## config.mk

```make
export PLATFORM = sky130hd
export DESIGN_NAME = hazard_forward_unit
export DESIGN_NICKNAME = d
export VERILOG_FILES = /design/src/rtl/hazard_forward_unit_pkg.sv /design/src/rtl/hazard_forward_unit_pipe_slot.sv /design/src/rtl/hazard_forward_unit.sv
export SDC_FILE = /design/constraint.sdc
export NUM_CORES = 1
export LEC_CHECK = 0
export ABC_AREA = 0
export CAP_MARGIN = 20
export CORE_ASPECT_RATIO = 1.25
export CORE_MARGIN = 2
export CORE_UTILIZATION = 45
export CTS_CLUSTER_SIZE = 25
export DETAILED_ROUTE_END_ITERATION = 8
export GPL_ROUTABILITY_DRIVEN = 0
export PLACE_DENSITY = 0.72
export REMOVE_ABC_BUFFERS = 1
export SETUP_SLACK_MARGIN = 0.02
export SLEW_MARGIN = 10
export SYNTH_ARGS = -nofsm -noshare
export SYNTH_HDL_FRONTEND = slang
export SYNTH_SLANG_ARGS = --single-unit
```

## constraint.sdc

```tcl
create_clock -name clk -period 5.2 [get_ports clk]
set_input_delay 1.04 -clock clk [delete_from_list [all_inputs] [get_ports clk]]
set_output_delay 1.04 -clock clk [all_outputs]
set_load 0.005 [all_outputs]
```

## src/rtl/hazard_forward_unit_pkg.sv

```systemverilog
// Shared encodings for the hazard/forwarding unit: forward-select codes, FSM states
// and the select-priority helpers used by the execute-stage operand muxes.
package hazard_forward_unit_pkg;

   localparam int PKG_RW = 3;

   typedef enum logic [1:0] {
      FU_MUX = 2'b00,
      FU_WB  = 2'b01,
      FU_EM  = 2'b10,
      FU_MW  = 2'b11
   } fu_sel_e;

   typedef enum logic {
      ST_IDLE  = 1'b0,
      ST_STALL = 1'b1
   } fsm_state_e;

   // A load sitting in MEM has no result yet, so it never wins the EM path.
   function automatic fu_sel_e src_sel_f(
      input logic used,
      input logic mem_hit,
      input logic mem_ld,
      input logic wb_hit
   );
      fu_sel_e sel;
      sel = FU_MUX;
      if (used) begin
         if (mem_hit && !mem_ld) begin
            sel = FU_EM;
         end else if (wb_hit) begin
            sel = FU_WB;
         end
      end
      return sel;
   endfunction

   function automatic fu_sel_e dst_sel_f(
      input logic used,
      input logic mem_hit,
      input logic mem_ld,
      input logic wb_hit,
      input logic wb_ld
   );
      fu_sel_e sel;
      sel = FU_MUX;
      if (used) begin
         if (mem_hit && !mem_ld) begin
            sel = FU_EM;
         end else if (wb_hit && wb_ld) begin
            sel = FU_WB;
         end else if (wb_hit) begin
            sel = FU_MW;
         end
      end
      return sel;
   endfunction

endpackage

```

## src/rtl/hazard_forward_unit_pipe_slot.sv

```systemverilog
// One shadow pipeline slot: a synchronous-reset register that loads an all-zero
// (invalid) entry instead of its input whenever a bubble is requested.
module pipe_slot #(
   parameter int W = 1
) (
   input  logic         clk,
   input  logic         rst,
   input  logic         i_bubble,
   input  logic [W-1:0] i_d,
   output logic [W-1:0] o_q
);

   logic [W-1:0] r_q;

   always_ff @(posedge clk) begin
      if (rst || i_bubble) begin
         r_q <= '0;
      end else begin
         r_q <= i_d;
      end
   end

   assign o_q = r_q;

endmodule

```

## src/rtl/hazard_forward_unit.sv

```systemverilog
// Shadows EX/MEM/WB destination info, drives the execute-stage forward selects,
// and inserts a single stall plus bubble on a load-use dependency.
module hazard_forward_unit
   import hazard_forward_unit_pkg::*;
#(
   parameter int RW = PKG_RW,
   parameter int CW = 16
) (
   input  logic          clk,
   input  logic          rst,
   input  logic          id_valid,
   input  logic [RW-1:0] id_src,
   input  logic [RW-1:0] id_dst,
   input  logic          id_src_used,
   input  logic          id_dst_used,
   input  logic          id_wr_en,
   input  logic [RW-1:0] id_wr_reg,
   input  logic          id_mem_rd,
   input  logic          flush,
   output logic [1:0]    FU_Src_Sel,
   output logic [1:0]    FU_Dst_Sel,
   output logic          stall,
   output logic          idex_bubble,
   output logic [CW-1:0] stall_count
);

   typedef struct packed {
      logic          valid;
      logic [RW-1:0] src;
      logic [RW-1:0] dst;
      logic          src_used;
      logic          dst_used;
      logic          wr_en;
      logic [RW-1:0] wr_reg;
      logic          mem_rd;
   } ex_slot_t;

   typedef struct packed {
      logic          valid;
      logic          wr_en;
      logic [RW-1:0] wr_reg;
      logic          mem_rd;
   } mw_slot_t;

   ex_slot_t   w_ex_d;
   ex_slot_t   w_ex_q;
   mw_slot_t   w_mem_d;
   mw_slot_t   w_mem_q;
   mw_slot_t   w_wb_q;

   fsm_state_e r_state;
   logic [CW-1:0] r_stall_count;

   logic       w_stall;
   logic       w_idex_bubble;
   logic       w_load_use;
   fu_sel_e    w_src_sel;
   fu_sel_e    w_dst_sel;

   logic [RW-1:0] w_op_reg [2];
   logic          w_op_used [2];
   logic [RW-1:0] w_id_reg [2];
   logic          w_id_used [2];
   logic [1:0]    w_mem_hit;
   logic [1:0]    w_wb_hit;
   logic [1:0]    w_lu_hit;

   always_comb begin
      w_ex_d          = '0;
      w_ex_d.valid    = id_valid;
      w_ex_d.src      = id_src;
      w_ex_d.dst      = id_dst;
      w_ex_d.src_used = id_src_used;
      w_ex_d.dst_used = id_dst_used;
      w_ex_d.wr_en    = id_wr_en;
      w_ex_d.wr_reg   = id_wr_reg;
      w_ex_d.mem_rd   = id_mem_rd;
   end

   always_comb begin
      w_mem_d        = '0;
      w_mem_d.valid  = w_ex_q.valid;
      w_mem_d.wr_en  = w_ex_q.wr_en;
      w_mem_d.wr_reg = w_ex_q.wr_reg;
      w_mem_d.mem_rd = w_ex_q.mem_rd;
   end

   pipe_slot #(.W($bits(ex_slot_t))) u_ex_slot (
      .clk      (clk),
      .rst      (rst),
      .i_bubble (w_idex_bubble),
      .i_d      (w_ex_d),
      .o_q      (w_ex_q)
   );

   pipe_slot #(.W($bits(mw_slot_t))) u_mem_slot (
      .clk      (clk),
      .rst      (rst),
      .i_bubble (1'b0),
      .i_d      (w_mem_d),
      .o_q      (w_mem_q)
   );

   pipe_slot #(.W($bits(mw_slot_t))) u_wb_slot (
      .clk      (clk),
      .rst      (rst),
      .i_bubble (1'b0),
      .i_d      (w_mem_q),
      .o_q      (w_wb_q)
   );

   // Index 0 is the first (Rsrc) operand, index 1 the second (Rdst) operand.
   assign w_op_reg[0]  = w_ex_q.src;
   assign w_op_reg[1]  = w_ex_q.dst;
   assign w_op_used[0] = w_ex_q.src_used;
   assign w_op_used[1] = w_ex_q.dst_used;
   assign w_id_reg[0]  = id_src;
   assign w_id_reg[1]  = id_dst;
   assign w_id_used[0] = id_src_used;
   assign w_id_used[1] = id_dst_used;

   genvar gi;
   generate
      for (gi = 0; gi < 2; gi++) begin : g_op
         assign w_mem_hit[gi] = w_mem_q.valid & w_mem_q.wr_en &
                                (w_mem_q.wr_reg == w_op_reg[gi]);
         assign w_wb_hit[gi]  = w_wb_q.valid & w_wb_q.wr_en &
                                (w_wb_q.wr_reg == w_op_reg[gi]);
         assign w_lu_hit[gi]  = w_id_used[gi] & (w_id_reg[gi] == w_ex_q.wr_reg);
      end
   endgenerate

   assign w_src_sel = src_sel_f(w_op_used[0], w_mem_hit[0], w_mem_q.mem_rd, w_wb_hit[0]);
   assign w_dst_sel = dst_sel_f(w_op_used[1], w_mem_hit[1], w_mem_q.mem_rd, w_wb_hit[1],
                                w_wb_q.mem_rd);

   assign w_load_use = w_ex_q.valid & w_ex_q.mem_rd & w_ex_q.wr_en & id_valid &
                       (|w_lu_hit);

   // Flush squashes the consumer itself, so it overrides any load-use stall.
   assign w_stall       = (r_state == ST_IDLE) & w_load_use & ~flush;
   assign w_idex_bubble = w_stall | flush;

   always_ff @(posedge clk) begin
      if (rst) begin
         r_state       <= ST_IDLE;
         r_stall_count <= '0;
      end else begin
         case (r_state)
            ST_IDLE: begin
               if (w_stall) begin
                  r_state <= ST_STALL;
               end
            end
            ST_STALL: begin
               r_state <= ST_IDLE;
            end
            default: begin
               r_state <= ST_IDLE;
            end
         endcase
         if (w_stall && (r_stall_count != '1)) begin
            r_stall_count <= r_stall_count + CW'(1);
         end
      end
   end

   assign FU_Src_Sel  = w_src_sel;
   assign FU_Dst_Sel  = w_dst_sel;
   assign stall       = w_stall;
   assign idex_bubble = w_idex_bubble;
   assign stall_count = r_stall_count;

endmodule

```

After elaboration in Yosys (flattened, before gate mapping)
Index checks and enable logic that the tools add are counted.
{"block": "classes", "add_sub_neg": 1, "n_eq_ne": 7, "n_mux": 9, "bitwise": 17, "reduce_logical": 7}
{"operator": "equality test 3 bit", "n": 6}
{"operator": "adder 16 x 1 -> 16 bit, second input constant", "n": 1}
{"operator": "!= test 16 bit, second input constant", "n": 1}
{"operator": "AND 1 bit", "n": 14}
{"operator": "two-way mux 2 bit", "n": 6}
{"operator": "logical AND 1 bit", "n": 4}
{"operator": "two-way mux 1 bit", "n": 2}
{"operator": "NOT 1 bit", "n": 2}
{"operator": "one-hot mux 1 bit (2 select lines)", "n": 1}
{"operator": "OR reduction 2 bit", "n": 1}
{"operator": "logical NOT 1 bit", "n": 1}
{"operator": "logical OR 1 bit", "n": 1}
{"operator": "OR 1 bit", "n": 1}
{"block": "word_totals", "ff_bits": 43, "in_bits": 17, "output_inout_bits": 22, "wordCells": 46}

Depth between registers and ports, before layout
Gate-level depths: netlist of run 1.
{"block": "logic_depth", "ltp_word": 8, "mapped_depth": 6}

By module
From an unflattened synthesis of run 1, not the netlist that was laid out.
{"block": "unflattened", "cells_unflattened": 185, "area_unflattened_um2": 1846.8}
{"module": "hazard_forward_unit", "n_inst": 1, "cells_each": 131, "area_each_um2": 1058.5, "seq_area_each_um2": 340.3}
{"module": "pipe_slot (u_ex_slot)", "n_inst": 1, "cells_each": 30, "area_each_um2": 457.9, "seq_area_each_um2": 280.3}
{"module": "pipe_slot (u_mem_slot ...)", "n_inst": 2, "cells_each": 12, "area_each_um2": 165.2, "seq_area_each_um2": 120.1}

Least setup slack after synthesis of run 1
Ideal clock, no wire load.
{"block": "synth_timing", "kind": "input port to output port", "start": "in id_src[1]", "end": "out idex_bubble", "arrival_time_ps": 1922, "required_time_ps": 4160, "slack_ps": 2238, "stages": 5, "cell_sequence": "xnor2_1 -> nand4_2 -> a211o_1 -> buf_6 -> nand2b_1"}
{"block": "synth_between", "elab_chain_len": 7}
{"item": "start, declared", "line_no": "hazard_forward_unit.sv:12", "source": "input logic [RW-1:0] id_src,"}
{"item": "equality test 3 bit", "line_no": "hazard_forward_unit.sv:129", "source": "assign w_lu_hit[gi] = w_id_used[gi] & (w_id_reg[gi] == w_ex_q.wr_reg);"}
{"item": "AND 1 bit", "line_no": "hazard_forward_unit.sv:129"}
{"item": "OR reduction 2 bit", "line_no": "hazard_forward_unit.sv:138", "source": "(|w_lu_hit);"}
{"item": "AND 1 bit", "line_no": "hazard_forward_unit.sv:137", "source": "assign w_load_use = w_ex_q.valid & w_ex_q.mem_rd & w_ex_q.wr_en & id_valid &"}
{"item": "AND 1 bit (2 in a row)", "line_no": "hazard_forward_unit.sv:141", "source": "assign w_stall = (r_state == ST_IDLE) & w_load_use & ~flush;"}
{"item": "OR 1 bit", "line_no": "hazard_forward_unit.sv:142", "source": "assign w_idex_bubble = w_stall | flush;"}
{"item": "end, declared", "line_no": "hazard_forward_unit.sv:23", "source": "output logic idex_bubble,"}
Every way passes these cells.

Worst setup path after layout of run 1
Same ends and word-level chain as after synthesis.

==> results.yml, run 1 <==
clocking:
  cts_buffers: 5
  cts_tree: "built"
  cts_buffer_depth: 2
  cts.sinks: 43
  clk_latency_ps: 290
  path_clk_slew_ps: 80
  cts_resized: 0
  hold_buffers: 0
  cts.htree.levels: 2
  postCtsSetupRepairBufs: 0
  clock-root-buffer: "clkbuf_8"
detailed_routing:
  vias: 1561
  ant_nets: 0
  drt-total-wl_um: 4040
  vias_per_cell: 5.22
  route.detailed.drc: 0
  drt_iter0_markers: 26
  firstDrtPassIters: 4
  wire_per_inst_um: 13.5
setup_path:
  timing.critical_path.from: "id_src[1]"
  arrival_ps: 2970
  path_max_fanout: 11
  r2r-start: "stall_count[2]"
  cp-start-kind: "input pin"
  timing.critical_path.mode_cell: "clkdlybuf4s50_1"
  cp.required_ps: 4160
  crit_type: "input pin to primary output"
  critPathMaxStageDelay_ps: 500
  crit_slowest_cell: "clkdlybuf4s50_1"
  end_kind: "primary output"
  cp_cell_sequence: "clkdlybuf4s50_1 > xnor2_1 > nand4_2 > a211o_1 > nand2b_1 > clkdlybuf4s50_1"
  rrSetupSlack_ps: 2950
yosys:
  synth_fa_ha_area_share_pct: 0.658
  async_flop_share_pct: 0
  synth_top_family_by_area: "simple AND/OR/NAND/NOR gates"
  synth_edf_count: 0
  yosysTopAreaCell: "dfxtp_1"
  syn_area_um2: 1900
  synthMuxAreaShare_pct: 3.42
  synth-compound-area-share_pct: 8.76
  synth_flop_cell: "dfxtp_1"
  synthCells: 202
  yosys_warnings: 0
  ys_seq_area_share_pct: 45.3
  synth_cell_types: 37
  synth_seq_cells: 43
  synth_top_cell_area_share_pct: 45.3
  yosys-top-cells-count: "dfxtp_1 (43), and2_1 (18), nor2b_1 (15)"
  ys_top_cells_by_area: "dfxtp_1 (45%), and2_1 (5.9%), xor2_1 (5.1%)"
  synth-xor-area-share_pct: 8.76
  synthSimpleGateAreaFrac_pct: 30.5
  synth.most_common_cell: "dfxtp_1"
  syn_avg_cell_area_um2: 9.41
layout:
  drive_above_1_share_pct: 7.41
  antenna_cells: 0
  nNetsFinal: 260
  synthToLayoutAreaGrowth_pct: 28.6
placement:
  pre_cts_slack_ps: 1170
  dp_hpwl_um: 3000
  port_buffers: 38
grt:
  grt_overflow: 0
  antenna_found_initial: 0
  track_usage_pct: 17.5
  grt_pass1_wl_um: 6530
  grt_pass1_vias: 1445
  grt_max_degree: 38
floorplan:
  std_cell_rows: 26
  die_area_um2: 4760
  core_um2: 4070
  die_w_um: 62.1
  initial_core_util_pct: 46.7
  io_pins: 39
  die_y_um: 76.7
timing:
  worst_pin_slew_ps: 790
  fin_setup_tns_ps: 0
  max-slew-margin-rel_pct: 47.0
  drv_slew: 0
  hold_slack_ps: 468
  max_freq_ghz: 0.249
  finalCriticalPeriod_ps: 4010
  rsz0062_at_grt: "false"
  fin_skew_ps: 7.31
  finalHoldViolCount: 0
  setup_violations: 0
  layout_worst_path_cycle_share_pct: 77.2
  fin_ws_ps: 1190
power:
  vdd_drop_max_mv: 0.169
  fin_total_pwr_mw: 0.634
  p_leak_nw: 0.890
  p_per_area_nw_per_um2: 259
status:
  status: "finished, final reports clean"
job:
  maxCapViolCount: 0
min_path:
  hold_class: "register to register"
  hold_start: "u_mem_slot.o_q[0]"
==> registers in the layout, indices dropped and copies added, names as in the netlist <==
signal / cells
u_wb_slot.o_q: 6
u_mem_slot.o_q: 6
u_ex_slot.o_q: 14
r_state: 1
stall_count: 16
==> power by group <==
| group | switching, mW | internal, mW |
|---|---|---|
| Clock | 0.113 | 0.143 |
| Combinational | 0.0160 | 0.0223 |
| Sequential | 0.00474 | 0.335 |
==> placed cells by master (no fill, tap or decap), types with 7 or more instances in the layout <==
| cell type | instances |
|---|---|
| xnor2_1 | 8 |
| nor2_1 | 12 |
| dfxtp_1 | 43 |
| a21oi_1 | 10 |
| clkdlybuf4s50_1 | 38 |
| nand2b_1 | 7 |
| and2_1 | 18 |
| nor2b_1 | 15 |
| xor2_1 | 11 |
| nand2_1 | 7 |
==> worst paths after layout <==
check / depth (start not counted) / end
worst max-delay path: 6 / idex_bubble
worst min-delay path: 1 / u_wb_slot.o_q[0]
worst min register to register: 1 / u_wb_slot.o_q[0]
worst max register to register: 5 / stall_count[13]
==> critical path: cells and delay by family <==
kind,cells,cell delay (ps)
AO/OA/AOI/OAI,1,470
XOR/XNOR,1,200
buffers and inverters,2,930
AND/OR/NAND/NOR,2,340
==> metrics by stage <==
stage                     area [µm²]  instances  util (%)
after floorplan                 1870        195         -
after global placement          2330        291      57.4
after detailed placement        2330        291      57.4
after CTS                       2440        299      60.1
after global routing            2440        299      60.1
final                           2440        299      60.1
==> cell type report <==
type	count	area [µm²]
clock buffers	5	68.8
clock inverters	3	43.8
fillers	367	1620
inverters	4	15.0
multi-input cells	148	991
flip-flops and latches	43	861
well taps	56	70.1
repair buffers	40	395
==> metal layers <==
metal | GRT usage, % | part of all wire (%) | vias up
met5 | 0 | 0 | -
met4 | 8.89 | 2.1 | 0
met3 | 3.81 | 3.7 | 7
met2 | 32.1 | 55 | 27
met1 | 18.8 | 40 | 728
li1 | - | - | 799
==> cells by family after synthesis <==
group           Yosys count
mux                       6
fa+ha+maj                 1
buf+inv                  11
flops                    43
compound gates           25
simple gates             97
xor+xnor                 19
Note: power is estimated with default switching activity, not from simulation.
==> inputs of run 2 (changes only) <==
--- a/config.mk
+++ b/config.mk
@@ -13,7 +13,7 @@
 export CTS_CLUSTER_SIZE = 25
 export DETAILED_ROUTE_END_ITERATION = 8
 export GPL_ROUTABILITY_DRIVEN = 0
-export PLACE_DENSITY = 0.72
+export PLACE_DENSITY = 0.74
 export REMOVE_ABC_BUFFERS = 1
 export SETUP_SLACK_MARGIN = 0.02
 export SLEW_MARGIN = 10
==> constraint.sdc (replaced) <==
create_clock -name clk -period 3.5 [get_ports clk]
set_input_delay 0.7 -clock clk [delete_from_list [all_inputs] [get_ports clk]]
set_output_delay 0.7 -clock clk [all_outputs]
set_load 0.005 [all_outputs]
==> run 2 against run 1 <==
  * Sequential power is 49% higher
  * Register-to-register slack worse by 1600 ps
  * Hold slack worse by 3.5 ps
  * Total power is 35% higher
  * Clock-buffer cell count is 2 higher
  * Clock power is 14% higher
  * Global-route usage is 0.27 points higher
  * Via count is 1.7% lower
  * Combinational power is 51% higher
  * Clock skew is 2.7 ps lower
  * Sequential share of layout area is 0.27 points higher
  * Highest routed layer unchanged
==> results.yml, run 2 (synthesized netlist as in run 1, its figures left out) <==
status:
  status: "finished, final reports clean"
grt:
  antenna_found_initial: 0
  track_usage_pct: 17.8
  grt_pass1_wl_um: 6870
  grt_pass1_vias: 1523
  grt_overflow: 0
  grt_max_degree: 37
detailed_routing:
  drt-total-wl_um: 3880
  route.detailed.drc: 0
  vias: 1534
  wire_per_inst_um: 12.9
  ant_nets: 0
  firstDrtPassIters: 4
  vias_per_cell: 5.10
  drt_iter0_markers: 23
power:
  p_sw_share_pct: 21.4
  p_comb_share_pct: 6.8
  power.internal_mw: 0.672
  pwr-share-seq_pct: 59.1
  power.net_switching_mw: 0.183
  p_leak_nw: 0.883
  fin_total_pwr_mw: 0.855
  clkPwrFrac_pct: 34.1
  p_per_area_nw_per_um2: 353
  vdd_drop_max_mv: 0.185
floorplan:
  core_um2: 4070
  initial_core_util_pct: 46.7
  std_cell_rows: 26
  io_pins: 39
  die_w_um: 62.1
  die_y_um: 76.7
  die_area_um2: 4760
layout:
  final_cell_mix: "dfxtp_1 (43), clkdlybuf4s50_1 (38), and2_1 (18)"
  largest_reg_flops: 16
  nFillCells: 386
  antenna_cells: 0
  nNetsFinal: 262
  synthToLayoutAreaGrowth_pct: 27.6
  drive_above_1_share_pct: 7.35
  post-route-util_pct: 59.7
  mostFrequentLayoutCell: "dfxtp_1"
timing:
  setup_violations: 0
  finalCriticalPeriod_ps: 3220
  max_freq_ghz: 0.310
  rsz0062_at_grt: "false"
  fin_skew_ps: 4.66
  worst_pin_slew_ps: 748
  fin_ws_ps: 277
  layout_worst_path_cycle_share_pct: 92.1
  max-slew-margin-rel_pct: 49.9
  fin_setup_tns_ps: 0
  hold_slack_ps: 465
  drv_slew: 0
  finalHoldViolCount: 0
clocking:
  cts.htree.levels: 2
  cts.sinks: 43
  cts_buffer_depth: 2
  cts_resized: 0
  path_clk_slew_ps: 70
  clk_latency_ps: 290
  hold_buffers: 0
  cts_tree: "built"
  cts_buffers: 5
  clock-root-buffer: "clkbuf_8"
  postCtsSetupRepairBufs: 0
setup_path:
  cp-start-kind: "input pin"
  arrival_ps: 2520
  cp.required_ps: 2800
  path_max_fanout: 7
  end_kind: "primary output"
  crit_type: "input pin to primary output"
placement:
  port_buffers: 38
  dp_hpwl_um: 2910
  pre_cts_slack_ps: 261
job:
  maxCapViolCount: 0
min_path:
  hold_class: "register to register"
==> run 2: cell count changes in the layout (fill, tap and decap cells not counted) <==
cell       before  now
clkbuf_1        0    2
buf_2           0    1
buf_4           2    3
bufinv_16       1    0
clkinv_4        1    0
==> run 2: worst paths after layout <==
path,from,to,slack (ps),cells past startpoint
hold / removal,u_mem_slot.o_q[0],u_wb_slot.o_q[0],460,1
setup / recovery,id_src[0],idex_bubble,280,6
setup reg to reg,stall_count[3],stall_count[13],1360,5
hold reg to reg,u_mem_slot.o_q[0],u_wb_slot.o_q[0],460,1
==> run 2: through the flow <==
stage	std cells	cell area, µm²
global placement	292	2340
floorplan	195	1870
finish	301	2430
detailed placement	292	2340
global route	301	2430
CTS	300	2420
==> run 2: critical path, stage by stage <==
cell and delay (ps):
clkdlybuf4s50_1 440, xnor2_1 210, nand4_2 230, a211o_1 370
nand2b_1 90, clkdlybuf4s50_1 500
==> run 2: power by group through the flow <==
stage	clock (mW)	sequential, mW	combinational [mW]
floorplan	0	0.515	0.0238
finish	0.292	0.506	0.0579
global route	0.326	0.507	0.0643
global placement	0	0.517	0.0576
detailed placement	0	0.517	0.0584
CTS	0.299	0.506	0.0585
==> run 2: per-layer routing <==
metal / GRT usage, % / wire length (µm) / part of all wire [%] / vias up
li1: - / - / - / 790
met1: 20.3 / 1710 / 44 / 714
met2: 32.6 / 1970 / 51 / 23
met3: 3.81 / 142 / 3.7 / 7
met4: 6.00 / 58 / 1.5 / 0
met5: 0 / 0 / 0 / -
==> run 2: final cells by class <==
| cell class | count | area, µm² | area share [%] |
|---|---|---|---|
| clock buffer | 7 | 76.3 | 3.15 |
| multi-input combinational | 148 | 991 | 40.8 |
| clock inverter | 1 | 5.00 | 0.206 |
| tap | 56 | 70.1 | 2.89 |
| timing repair buffer | 42 | 408 | 16.8 |
| sequential | 43 | 861 | 35.5 |
| inverter | 4 | 15.0 | 0.619 |
==> inputs of run 3 (changes only) <==
--- a/config.mk
+++ b/config.mk
@@ -13,7 +13,8 @@
 export CTS_CLUSTER_SIZE = 25
 export DETAILED_ROUTE_END_ITERATION = 8
 export GPL_ROUTABILITY_DRIVEN = 0
-export PLACE_DENSITY = 0.74
+export HOLD_SLACK_MARGIN = 0.1
+export PLACE_DENSITY = 0.72
 export REMOVE_ABC_BUFFERS = 1
 export SETUP_SLACK_MARGIN = 0.02
 export SLEW_MARGIN = 10
==> constraint.sdc (replaced) <==
create_clock -name clk -period 3.6 [get_ports clk]
set_input_delay 0.72 -clock clk [delete_from_list [all_inputs] [get_ports clk]]
set_output_delay 0.72 -clock clk [all_outputs]
set_load 0.005 [all_outputs]
==> run 3 against run 2 <==
  * Clock skew hardly changed
  * Total power is 15% higher
  * Design area is 2.6% higher
  * Clock-buffer cell count is 2 lower
  * Routed wire length is 0.95% higher
  * Critical endpoint unchanged
  * Highest routed layer unchanged
==> results.yml, run 3 (synthesized netlist as in run 1, its figures left out) <==
detailed_routing:
  vias: 1515
  ant_nets: 0
  wire_per_inst_um: 13.0
  drt_iter0_markers: 31
  vias_per_cell: 5.02
  route.detailed.drc: 0
  drt-total-wl_um: 3920
  firstDrtPassIters: 4
timing:
  setup_violations: 0
  finalCriticalPeriod_ps: 3240
  drv_slew: 0
  finalHoldViolCount: 0
  layout_worst_path_cycle_share_pct: 90.0
  max-slew-margin-rel_pct: 60.9
  max_freq_ghz: 0.309
  fin_skew_ps: 4.62
  fin_setup_tns_ps: 0
  rsz0062_at_grt: "false"
  worst_pin_slew_ps: 572
setup_path:
  end_kind: "primary output"
  crit_type: "input pin to primary output"
  crit_slowest_cell: "clkdlybuf4s50_1"
  worstReg2RegEnd: "stall_count[13]"
  arrival_ps: 2520
  r2r_cells: 5
  cp_top_family: "buffers and inverters"
  critPathMaxStageDelay_ps: 500
  cp.buffers_inverters: 2
  path_max_fanout: 7
  rrSetupSlack_ps: 1420
  cp.depth: 6
  cp.required_ps: 2880
  cp-start-kind: "input pin"
  timing.critical_path.mode_cell: "clkdlybuf4s50_1"
  cp_cell_sequence: "clkdlybuf4s50_1 > xnor2_1 > nand4_2 > a211o_1 > nand2b_1 > clkdlybuf4s50_1"
  r2r-start: "stall_count[2]"
grt:
  track_usage_pct: 18.1
  grt_pass1_wl_um: 6900
  grt_pass1_vias: 1506
  grt_overflow: 0
  antenna_found_initial: 0
  grt_max_degree: 37
layout:
  synthToLayoutAreaGrowth_pct: 30.9
  fin_area_um2: 2490
  nFillCells: 370
  nNetsFinal: 263
  largest_reg_flops: 16
  final_cell_mix: "dfxtp_1 (43), clkdlybuf4s50_1 (38), and2_1 (18)"
  fin_cells: 302
  mostFrequentLayoutCell: "dfxtp_1"
  antenna_cells: 0
  drive_above_1_share_pct: 8.54
floorplan:
  core_um2: 4070
  die_area_um2: 4760
  die_w_um: 62.1
  initial_core_util_pct: 46.7
  std_cell_rows: 26
  io_pins: 39
  die_y_um: 76.7
clocking:
  clk_latency_ps: 300
  cts_resized: 0
  hold_buffers: 0
  cts.sinks: 43
  cts_tree: "built"
  cts_buffer_depth: 2
  cts.htree.levels: 2
  postCtsSetupRepairBufs: 0
  path_clk_slew_ps: 70
  cts_buffers: 5
  clock-root-buffer: "clkbuf_8"
placement:
  dp_hpwl_um: 2920
  placed_area_um2: 2350
  place_inst: 294
  port_buffers: 38
job:
  maxCapViolCount: 0
power:
  vdd_drop_max_mv: 0.359
  fin_total_pwr_mw: 0.988
  p_per_area_nw_per_um2: 397
  p_leak_nw: 0.911
min_path:
  hold_start: "u_mem_slot.o_q[0]"
  hold_depth: 1
  hold_class: "register to register"
  holdPathEnd: "u_wb_slot.o_q[0]"
status:
  status: "finished, final reports clean"
## run 3: metrics by stage
| stage | utilization (%) | hold slack (ps) | worst slack (ps) |
|---|---|---|---|
| 2_1_floorplan | - | 428 | 1290 |
| 3_3_place_gp | 57.7 | 445 | 359 |
| 3_5_place_dp | 57.8 | 451 | 364 |
| 4_1_cts | 61.2 | 466 | 349 |
| 5_1_grt | 61.2 | 483 | 250 |
| 6_report | 61.2 | 463 | 360 |
## run 3: where the power goes
group / total (mW) / internal (mW) / switching (mW)
clock network: 0.440 / 0.276 / 0.164
registers: 0.491 / 0.484 / 0.00676
logic: 0.0565 / 0.0327 / 0.0238
total: 0.988 / 0.794 / 0.194
## run 3: area by class of cell
cell class,count,area [µm²],area share (%)
inverter,4,15.0,0.603
multi-input combinational,148,991,39.8
tap,56,70.1,2.82
sequential,43,861,34.6
clock inverter,3,67.6,2.71
clock buffer,5,68.8,2.77
timing repair buffer,43,415,16.7
## run 3: worst max-delay path by stage
stage / from / to / slack [ps]
after floorplan: id_src[1] / idex_bubble / 1290
after global placement: id_src[2] / idex_bubble / 360
after detailed placement: id_src[2] / idex_bubble / 360
after CTS: id_src[2] / idex_bubble / 350
after global routing: id_src[0] / idex_bubble / 250
final: id_src[2] / idex_bubble / 360
## run 3: layer usage
layer	part of all wire (%)	GRT usage (%)
met1	44	21.1
met2	50	31.6
met3	3.8	4.55
met4	1.8	7.33
met5	0	0
